<file path="config.mk">
export PLATFORM = sky130hd
export DESIGN_NAME = sccb_cfg
export DESIGN_NICKNAME = d
export VERILOG_FILES = /design/src/rtl/sccb_cfg_pkg.sv /design/src/rtl/sccb_reg_rom.sv /design/src/rtl/sccb_cfg.sv
export SDC_FILE = /design/constraint.sdc
export NUM_CORES = 1
export LEC_CHECK = 0
export CAP_MARGIN = 20
export CELL_PAD_IN_SITES_DETAIL_PLACEMENT = 1
export CELL_PAD_IN_SITES_GLOBAL_PLACEMENT = 1
export CORE_MARGIN = 5
export CORE_UTILIZATION = 40
export DETAILED_ROUTE_END_ITERATION = 16
export GPL_ROUTABILITY_DRIVEN = 1
export PLACE_DENSITY_LB_ADDON = 0.2
export SYNTH_ARGS = -nofsm -noshare
export SYNTH_HDL_FRONTEND = slang
export SYNTH_SLANG_ARGS = --single-unit
</file>
<file path="constraint.sdc">
create_clock -name clk -period 5.3 [get_ports clk]
set_input_delay 0.795 -clock clk [delete_from_list [all_inputs] [get_ports clk]]
set_output_delay 0.795 -clock clk [all_outputs]
set_load 0.05 [all_outputs]
</file>
<file path="src/rtl/sccb_cfg_pkg.sv">
// Shared definitions for the SCCB register configuration sequencer:
// state encoding, default device id, table entry layout, bus drive decode.
package sccb_cfg_pkg;

    localparam logic [7:0] DEF_DEV_ID = 8'h78;

    localparam int ADDR_W  = 16;
    localparam int DATA_W  = 8;
    localparam int ENTRY_W = ADDR_W + DATA_W;

    typedef struct packed {
        logic [ADDR_W-1:0] addr;
        logic [DATA_W-1:0] data;
    } reg_entry_t;

    localparam logic [2:0] S_IDLE      = 3'd0;
    localparam logic [2:0] S_START     = 3'd1;
    localparam logic [2:0] S_BYTE      = 3'd2;
    localparam logic [2:0] S_XBIT      = 3'd3;
    localparam logic [2:0] S_STOP      = 3'd4;
    localparam logic [2:0] S_GAP       = 3'd5;
    localparam logic [2:0] S_WAIT_SRST = 3'd6;
    localparam logic [2:0] S_DONE      = 3'd7;

    // Returns {sioc, siod_oe, siod_o} for a state and quarter-bit phase.
    function automatic logic [2:0] bus_drive(
        input logic [2:0] st,
        input logic [1:0] q,
        input logic       sd
    );
        logic [2:0] drv;
        drv = 3'b101;
        case (st)
            S_START: begin
                case (q)
                    2'd0:    drv = 3'b101;
                    2'd1:    drv = 3'b110;
                    default: drv = 3'b010;
                endcase
            end
            S_BYTE:  drv = {q[1], 1'b1, sd};
            S_XBIT:  drv = {q[1], 2'b01};
            S_STOP: begin
                case (q)
                    2'd0:    drv = 3'b010;
                    2'd1:    drv = 3'b110;
                    default: drv = 3'b101;
                endcase
            end
            default: drv = 3'b101;
        endcase
        return drv;
    endfunction

endpackage

</file>
<file path="src/rtl/sccb_reg_rom.sv">
// Sensor register table: index -> {addr[15:0], data[7:0]}.
// Entry 0 is the soft reset; indices beyond the list repeat a benign wake write.
module sccb_reg_rom
    import sccb_cfg_pkg::*;
(
    input  logic [7:0]         index,
    output logic [ENTRY_W-1:0] entry
);

    always_comb begin
        case (index)
            8'd0:    entry = 24'h3008_82;
            8'd1:    entry = 24'h3103_11;
            8'd2:    entry = 24'h3008_42;
            8'd3:    entry = 24'h3103_03;
            8'd4:    entry = 24'h3017_ff;
            8'd5:    entry = 24'h3018_ff;
            8'd6:    entry = 24'h3034_1a;
            8'd7:    entry = 24'h3037_13;
            8'd8:    entry = 24'h3108_01;
            8'd9:    entry = 24'h3630_36;
            8'd10:   entry = 24'h3631_0e;
            8'd11:   entry = 24'h3632_e2;
            8'd12:   entry = 24'h3633_12;
            8'd13:   entry = 24'h3621_e0;
            8'd14:   entry = 24'h3704_a0;
            8'd15:   entry = 24'h3703_5a;
            default: entry = 24'h3008_02;
        endcase
    end

endmodule

</file>
<file path="src/rtl/sccb_cfg.sv">
// SCCB register configuration sequencer: after power-up, writes every
// table entry as a 3-phase SCCB write, with a settle wait after soft reset.
module sccb_cfg
    import sccb_cfg_pkg::*;
#(
    parameter int         CLK_FREQ  = 50_000_000,
    parameter int         SCCB_FREQ = 100_000,
    parameter logic [7:0] DEV_ID    = DEF_DEV_ID,
    parameter logic [7:0] REG_NUM   = 8'd250,
    parameter int         SRST_WAIT = 250_000,
    parameter int         GAP_CYC   = 500
) (
    input  logic       clk,
    input  logic       rst_n,
    input  logic       power_done,
    output logic       sioc,
    output logic       siod_o,
    output logic       siod_oe,
    output logic       cfg_busy,
    output logic       cfg_done,
    output logic [7:0] reg_index
);

    localparam int DIV_RAW  = CLK_FREQ / (4 * SCCB_FREQ);
    localparam int DIV      = (DIV_RAW < 1) ? 1 : DIV_RAW;
    localparam int DIV_W    = $clog2(DIV + 1);
    localparam int WAIT_MAX = (SRST_WAIT > GAP_CYC) ? SRST_WAIT : GAP_CYC;
    localparam int WAIT_W   = $clog2(WAIT_MAX + 1);

    localparam logic [DIV_W-1:0]  DIV_LAST  = DIV_W'(DIV - 1);
    localparam logic [WAIT_W-1:0] GAP_LAST  = WAIT_W'(GAP_CYC - 1);
    localparam logic [WAIT_W-1:0] SRST_LAST = WAIT_W'(SRST_WAIT - 1);

    logic [2:0]        state, nxt_state;
    logic [1:0]        q, nxt_q;
    logic [2:0]        bit_cnt, nxt_bit;
    logic [1:0]        byte_cnt, nxt_byte;
    logic [DIV_W-1:0]  div_cnt, nxt_div;
    logic [WAIT_W-1:0] wait_cnt, nxt_wait;
    logic [23:0]       shreg, nxt_shreg;
    logic [7:0]        nxt_idx;
    logic              nxt_sd;
    logic [2:0]        drv;
    logic              tick;
    logic              gap_end;
    logic              aborting;
    reg_entry_t        rom_q;

    assign tick     = (div_cnt == DIV_LAST);
    assign gap_end  = (state == S_GAP) && (wait_cnt == GAP_LAST);
    assign aborting = !power_done && (state != S_IDLE) && (state != S_DONE);

    // Index is resolved ahead of the FSM so the table lookup sees the entry
    // that the next START will latch.
    always_comb begin
        nxt_idx = reg_index;
        if (aborting)
            nxt_idx = 8'd0;
        else if (gap_end)
            nxt_idx = reg_index + 8'd1;
    end

    sccb_reg_rom u_rom (
        .index (nxt_idx),
        .entry (rom_q)
    );

    always_comb begin
        nxt_state = state;
        nxt_q     = q;
        nxt_bit   = bit_cnt;
        nxt_byte  = byte_cnt;
        nxt_shreg = shreg;
        nxt_wait  = '0;
        unique case (state)
            S_IDLE: begin
                if (power_done && !cfg_done)
                    nxt_state = S_START;
            end
            S_START: begin
                if (tick) begin
                    nxt_q = q + 2'd1;
                    if (q == 2'd3) begin
                        nxt_state = S_BYTE;
                        nxt_byte  = 2'd0;
                        nxt_bit   = 3'd0;
                    end
                end
            end
            S_BYTE: begin
                if (tick) begin
                    nxt_q = q + 2'd1;
                    if (q == 2'd3) begin
                        if (byte_cnt != 2'd0)
                            nxt_shreg = {shreg[22:0], 1'b0};
                        if (bit_cnt == 3'd7)
                            nxt_state = S_XBIT;
                        else
                            nxt_bit = bit_cnt + 3'd1;
                    end
                end
            end
            S_XBIT: begin
                if (tick) begin
                    nxt_q = q + 2'd1;
                    if (q == 2'd3) begin
                        if (byte_cnt == 2'd3) begin
                            nxt_state = S_STOP;
                        end else begin
                            nxt_state = S_BYTE;
                            nxt_byte  = byte_cnt + 2'd1;
                            nxt_bit   = 3'd0;
                        end
                    end
                end
            end
            S_STOP: begin
                if (tick) begin
                    nxt_q = q + 2'd1;
                    if (q == 2'd3)
                        nxt_state = S_GAP;
                end
            end
            S_GAP: begin
                nxt_wait = wait_cnt + 1'b1;
                if (gap_end) begin
                    if (reg_index == 8'd0)
                        nxt_state = S_WAIT_SRST;
                    else if (nxt_idx == REG_NUM)
                        nxt_state = S_DONE;
                    else
                        nxt_state = S_START;
                end
            end
            S_WAIT_SRST: begin
                nxt_wait = wait_cnt + 1'b1;
                if (wait_cnt == SRST_LAST)
                    nxt_state = (REG_NUM == 8'd1) ? S_DONE : S_START;
            end
            default: begin
                nxt_state = S_DONE;
            end
        endcase

        if (aborting) begin
            nxt_state = S_IDLE;
            nxt_bit   = 3'd0;
            nxt_byte  = 2'd0;
        end

        if (nxt_state != state) begin
            nxt_q    = 2'd0;
            nxt_wait = '0;
        end
        nxt_div = (tick || nxt_state != state) ? '0 : div_cnt + 1'b1;

        if (nxt_state == S_START && state != S_START)
            nxt_shreg = {rom_q.addr, rom_q.data};

        nxt_sd = (nxt_byte == 2'd0) ? DEV_ID[3'd7 - nxt_bit] : nxt_shreg[23];
        drv    = bus_drive(nxt_state, nxt_q, nxt_sd);
    end

    always_ff @(posedge clk or negedge rst_n) begin
        if (!rst_n) begin
            state     <= S_IDLE;
            q         <= 2'd0;
            bit_cnt   <= 3'd0;
            byte_cnt  <= 2'd0;
            div_cnt   <= '0;
            wait_cnt  <= '0;
            shreg     <= 24'd0;
            reg_index <= 8'd0;
            sioc      <= 1'b1;
            siod_oe   <= 1'b0;
            siod_o    <= 1'b1;
            cfg_busy  <= 1'b0;
            cfg_done  <= 1'b0;
        end else begin
            state     <= nxt_state;
            q         <= nxt_q;
            bit_cnt   <= nxt_bit;
            byte_cnt  <= nxt_byte;
            div_cnt   <= nxt_div;
            wait_cnt  <= nxt_wait;
            shreg     <= nxt_shreg;
            reg_index <= nxt_idx;
            sioc      <= drv[2];
            siod_oe   <= drv[1];
            siod_o    <= drv[0];
            cfg_busy  <= (nxt_state != S_IDLE) && (nxt_state != S_DONE);
            cfg_done  <= (nxt_state == S_DONE);
        end
    end

endmodule

</file>
==> metrics.cfg <==
[critical_path]
path_cells = ha_1 -> nor4b_1 -> nand3_1 -> nor2_1 -> mux2i_1 -> or2_2 -> inv_1 -> ha_1 -> o2111a_1 -> a21oi_1 -> o31ai_4 -> buf_4 -> a21oi_1 -> a31oi_1
cp.required_ns = 5.56
worstRegToRegCells = 14
crit_path_end_kind = flop
worstPathArrival_ns = 4.92
path_class = flop to flop
startpoint_type = flop
rr_endpoint = shreg[17]
cp_max_fo = 18
reg2reg_slack_ns = 0.63
slowest_stage = o31ai_4
slowest_delay_ns = 0.67
r2r-start = wait_cnt[0]

[finish]
n_antenna_cell = 0
drive_gt1_share_pct = 9.14
final_nets = 548
postLayoutCoreUtil_pct = 46.7
instances_no_fill = 676
area_growth_pct = 13.1

[drt]
ant_nets = 0
wire_per_inst_um = 18.4
drcViolationCount = 0
drt_iter0_drc = 217
viasPerCell = 5.90
dr.pass1.iters = 4
via_count = 3987
routed_wl_mm = 12.4

[power_and_ir_drop]
power.leakage_nw = 2.13
power_w = 0.00189
power_frac_comb_pct = 28.9
seqPwrFrac_pct = 34.5
power.switching_w = 0.000638
intPower_w = 0.00125
vdd_ir_drop_max_uv = 233
powerDensity_mw_per_mm2 = 369
switching_share_pct = 33.7
clkPwrFrac_pct = 36.6

[hold_path]
worst_hold_path.endpoint = shreg[21]
hold_class = flop to flop
hold_start = shreg[21]
hold_depth = 2

[placed_design]
numPlacedInstances = 660
dp_hpwl_mm = 8.94
gp_congestion = 0.818
port_buffers = 15
place_ws_ns = 0.744

[clock_tree]
cts_tree = built
clk_pin_slew_worst_paths_ns = 0.06
clock_latency_ns = 0.34
root_buffer = clkbuf_16
cts_buffers = 9
clock_sinks = 72
htreeDepth = 3
clk_path_buf_depth = 2
holdBufCountCts = 0
post-cts-setup-buffers = 0
post_cts_resized = 0

[die]
core_area_mm2 = 0.0110
initial_core_util_pct = 41.3
dieArea_mm2 = 0.0136
io_pins = 16
fp.dieH_um = 116
die_w_um = 116
rows = 38

[yosys]
synth_area_mm2 = 0.00453
syn_area_per_cell_um2 = 8.68
yosysTopAreaCell = dfrtp_1
syn_inst = 522
netlist.area_leader.share_pct = 38.6
synth-edff-count = 0
yosys-top-cells-area = dfrtp_1, nand2_1, ha_1, a21oi_1, nor2_1
seq_area_frac_synth_pct = 39.8
synth_common_cells = dfrtp_1, nand2_1, nor2_1
yosysMostFrequentCell = dfrtp_1
synth_nets = 539
synth_top_flop_cell = dfrtp_1
ys_ff_latch = 72
yosys_warnings = 0
synth.distinct_cells = 66
synthArstFlopShare_pct = 100

[global_routing]
antenna_found_initial = 0
track_usage_pct = 20.4
grt_start_max_net_pins = 38
grt_first_pass_wirelength_mm = 21.6
grt.overflow.total = 0
grt_pass1_vias = 4195

[job]
max_cap_violations = 0

[timing]
max_freq_ghz = 0.214
period_share_pct = 88.0
setup_viol = 0
setup_ws_ns = 0.634
finClkSkew_ns = 0.00761
rsz0062_at_grt = false
min_period_ns = 4.67
relSlewSlack_pct = 37.7
final_max_slew_viol_count = 0
timing.setup.tns_ns = 0
hold_viol_final = 0
worstMarginPinSlew_ns = 0.928

[outcome]
status = complete, no violations

-- sequential cells by signal, indices dropped and copies added (netlist names) --
name / cells
shreg: 24
wait_cnt: 18
reg_index: 8
div_cnt: 7
bit_cnt: 3
state: 3
byte_cnt: 2
q: 2
cfg_busy: 1
cfg_done: 1
sioc: 1
siod_o: 1
siod_oe: 1
-- cells by family (layout without fill, tap and decap cells) --
logic type / count (synthesis) / after routing / share of synthesized area, %
and+or+nand+nor: 238 / 238 / 27.4
AOI/OAI and AO/OA: 117 / 117 / 17.4
DFF: 72 / 72 / 39.8
buffers and inverters: 44 / 58 / 4.25
xor gates and xnor gates: 31 / 31 / 5.99
adders and majority gates: 14 / 14 / 3.86
muxes: 6 / 6 / 1.35
-- layout make-up --
cell class / instances / area, um2
Fill cell: 1283 / 5860
Multi-Input combinational cell: 406 / 2540
Clock inverter: 7 / 110
Clock buffer: 9 / 225
Inverter: 19 / 71.3
Tap cell: 140 / 175
Timing Repair Buffer: 23 / 205
Sequential cell: 72 / 1800
-- power by group through the flow --
stage | combinational (W) | sequential (W) | clock (W)
finish | 0.000547 | 0.000654 | 0.000692
global route | 0.000600 | 0.000662 | 0.000740
CTS | 0.000550 | 0.000654 | 0.000709
detailed placement | 0.000547 | 0.000663 | 0
global placement | 0.000526 | 0.000660 | 0
floorplan | 0.000400 | 0.000689 | 0
-- per-layer routing --
layer,up-vias,track usage [%],part of all wire (%),routed length (um)
met5,-,0,0,0
met4,0,6.57,1.6,193
met3,16,4.04,3.1,391
met2,64,31.2,46,5690
met1,2002,28.9,50,6180
li1,1905,-,-,-
-- placed cells by master (no fill, tap or decap), types with 3 or more instances in the layout --
| master | n |
|---|---|
| dfrtp_1 | 70 |
| nand2_1 | 67 |
| nor2_1 | 45 |
| a21oi_1 | 34 |
| nand3_1 | 28 |
| nor3_1 | 21 |
| inv_1 | 18 |
| o21ai_0 | 17 |
| xor2_1 | 16 |
| xnor2_1 | 15 |
| a31oi_1 | 15 |
| ha_1 | 14 |
| clkdlybuf4s50_1 | 14 |
| nand4_1 | 12 |
| and3_1 | 10 |
| and2_1 | 9 |
| nor3_2 | 9 |
| clkbuf_16 | 9 |
| o211ai_1 | 8 |
| buf_4 | 8 |
| o31ai_1 | 7 |
| nor4_1 | 6 |
| mux2i_1 | 5 |
| or3_1 | 4 |
| o22ai_1 | 4 |
| o2111ai_1 | 4 |
| clkinv_2 | 4 |
| and4_1 | 3 |
| or4_1 | 3 |
| o21a_1 | 3 |
| o21ai_1 | 3 |
| bufinv_16 | 3 |
-- worst max-delay path by stage --
stage | startpoint | end | slack (ns) | cells past startpoint
after global placement | wait_cnt[0] | shreg[18] | 1.02 | 14
after global routing | wait_cnt[0] | shreg[17] | 0.13 | 14
after CTS | wait_cnt[0] | shreg[17] | 0.59 | 14
after detailed placement | wait_cnt[0] | shreg[17] | 0.74 | 14
after floorplan | reg_index[0] | shreg[0] | 1.56 | 12
final | wait_cnt[0] | shreg[17] | 0.63 | 14
-- worst max-delay path, delay by kind of cell, from the launching register on --
kind,cells,cell delay [ns]
adder cells (fa/ha/maj),2,0.58
AND/OR/NAND/NOR,4,1.56
flip-flops,1,0.41
buffers and inverters,2,0.53
multiplexers,1,0.10
AO/OA/AOI/OAI,5,1.40
-- stage by stage --
step	area, um2	hold slack (ns)
4_1_cts	5130	0.502
2_1_floorplan	4530	0.458
3_3_place_gp	4790	0.479
5_1_grt	5130	0.526
3_5_place_dp	4790	0.490
6_report	5130	0.497
Note: power is estimated with default switching activity, not from simulation.
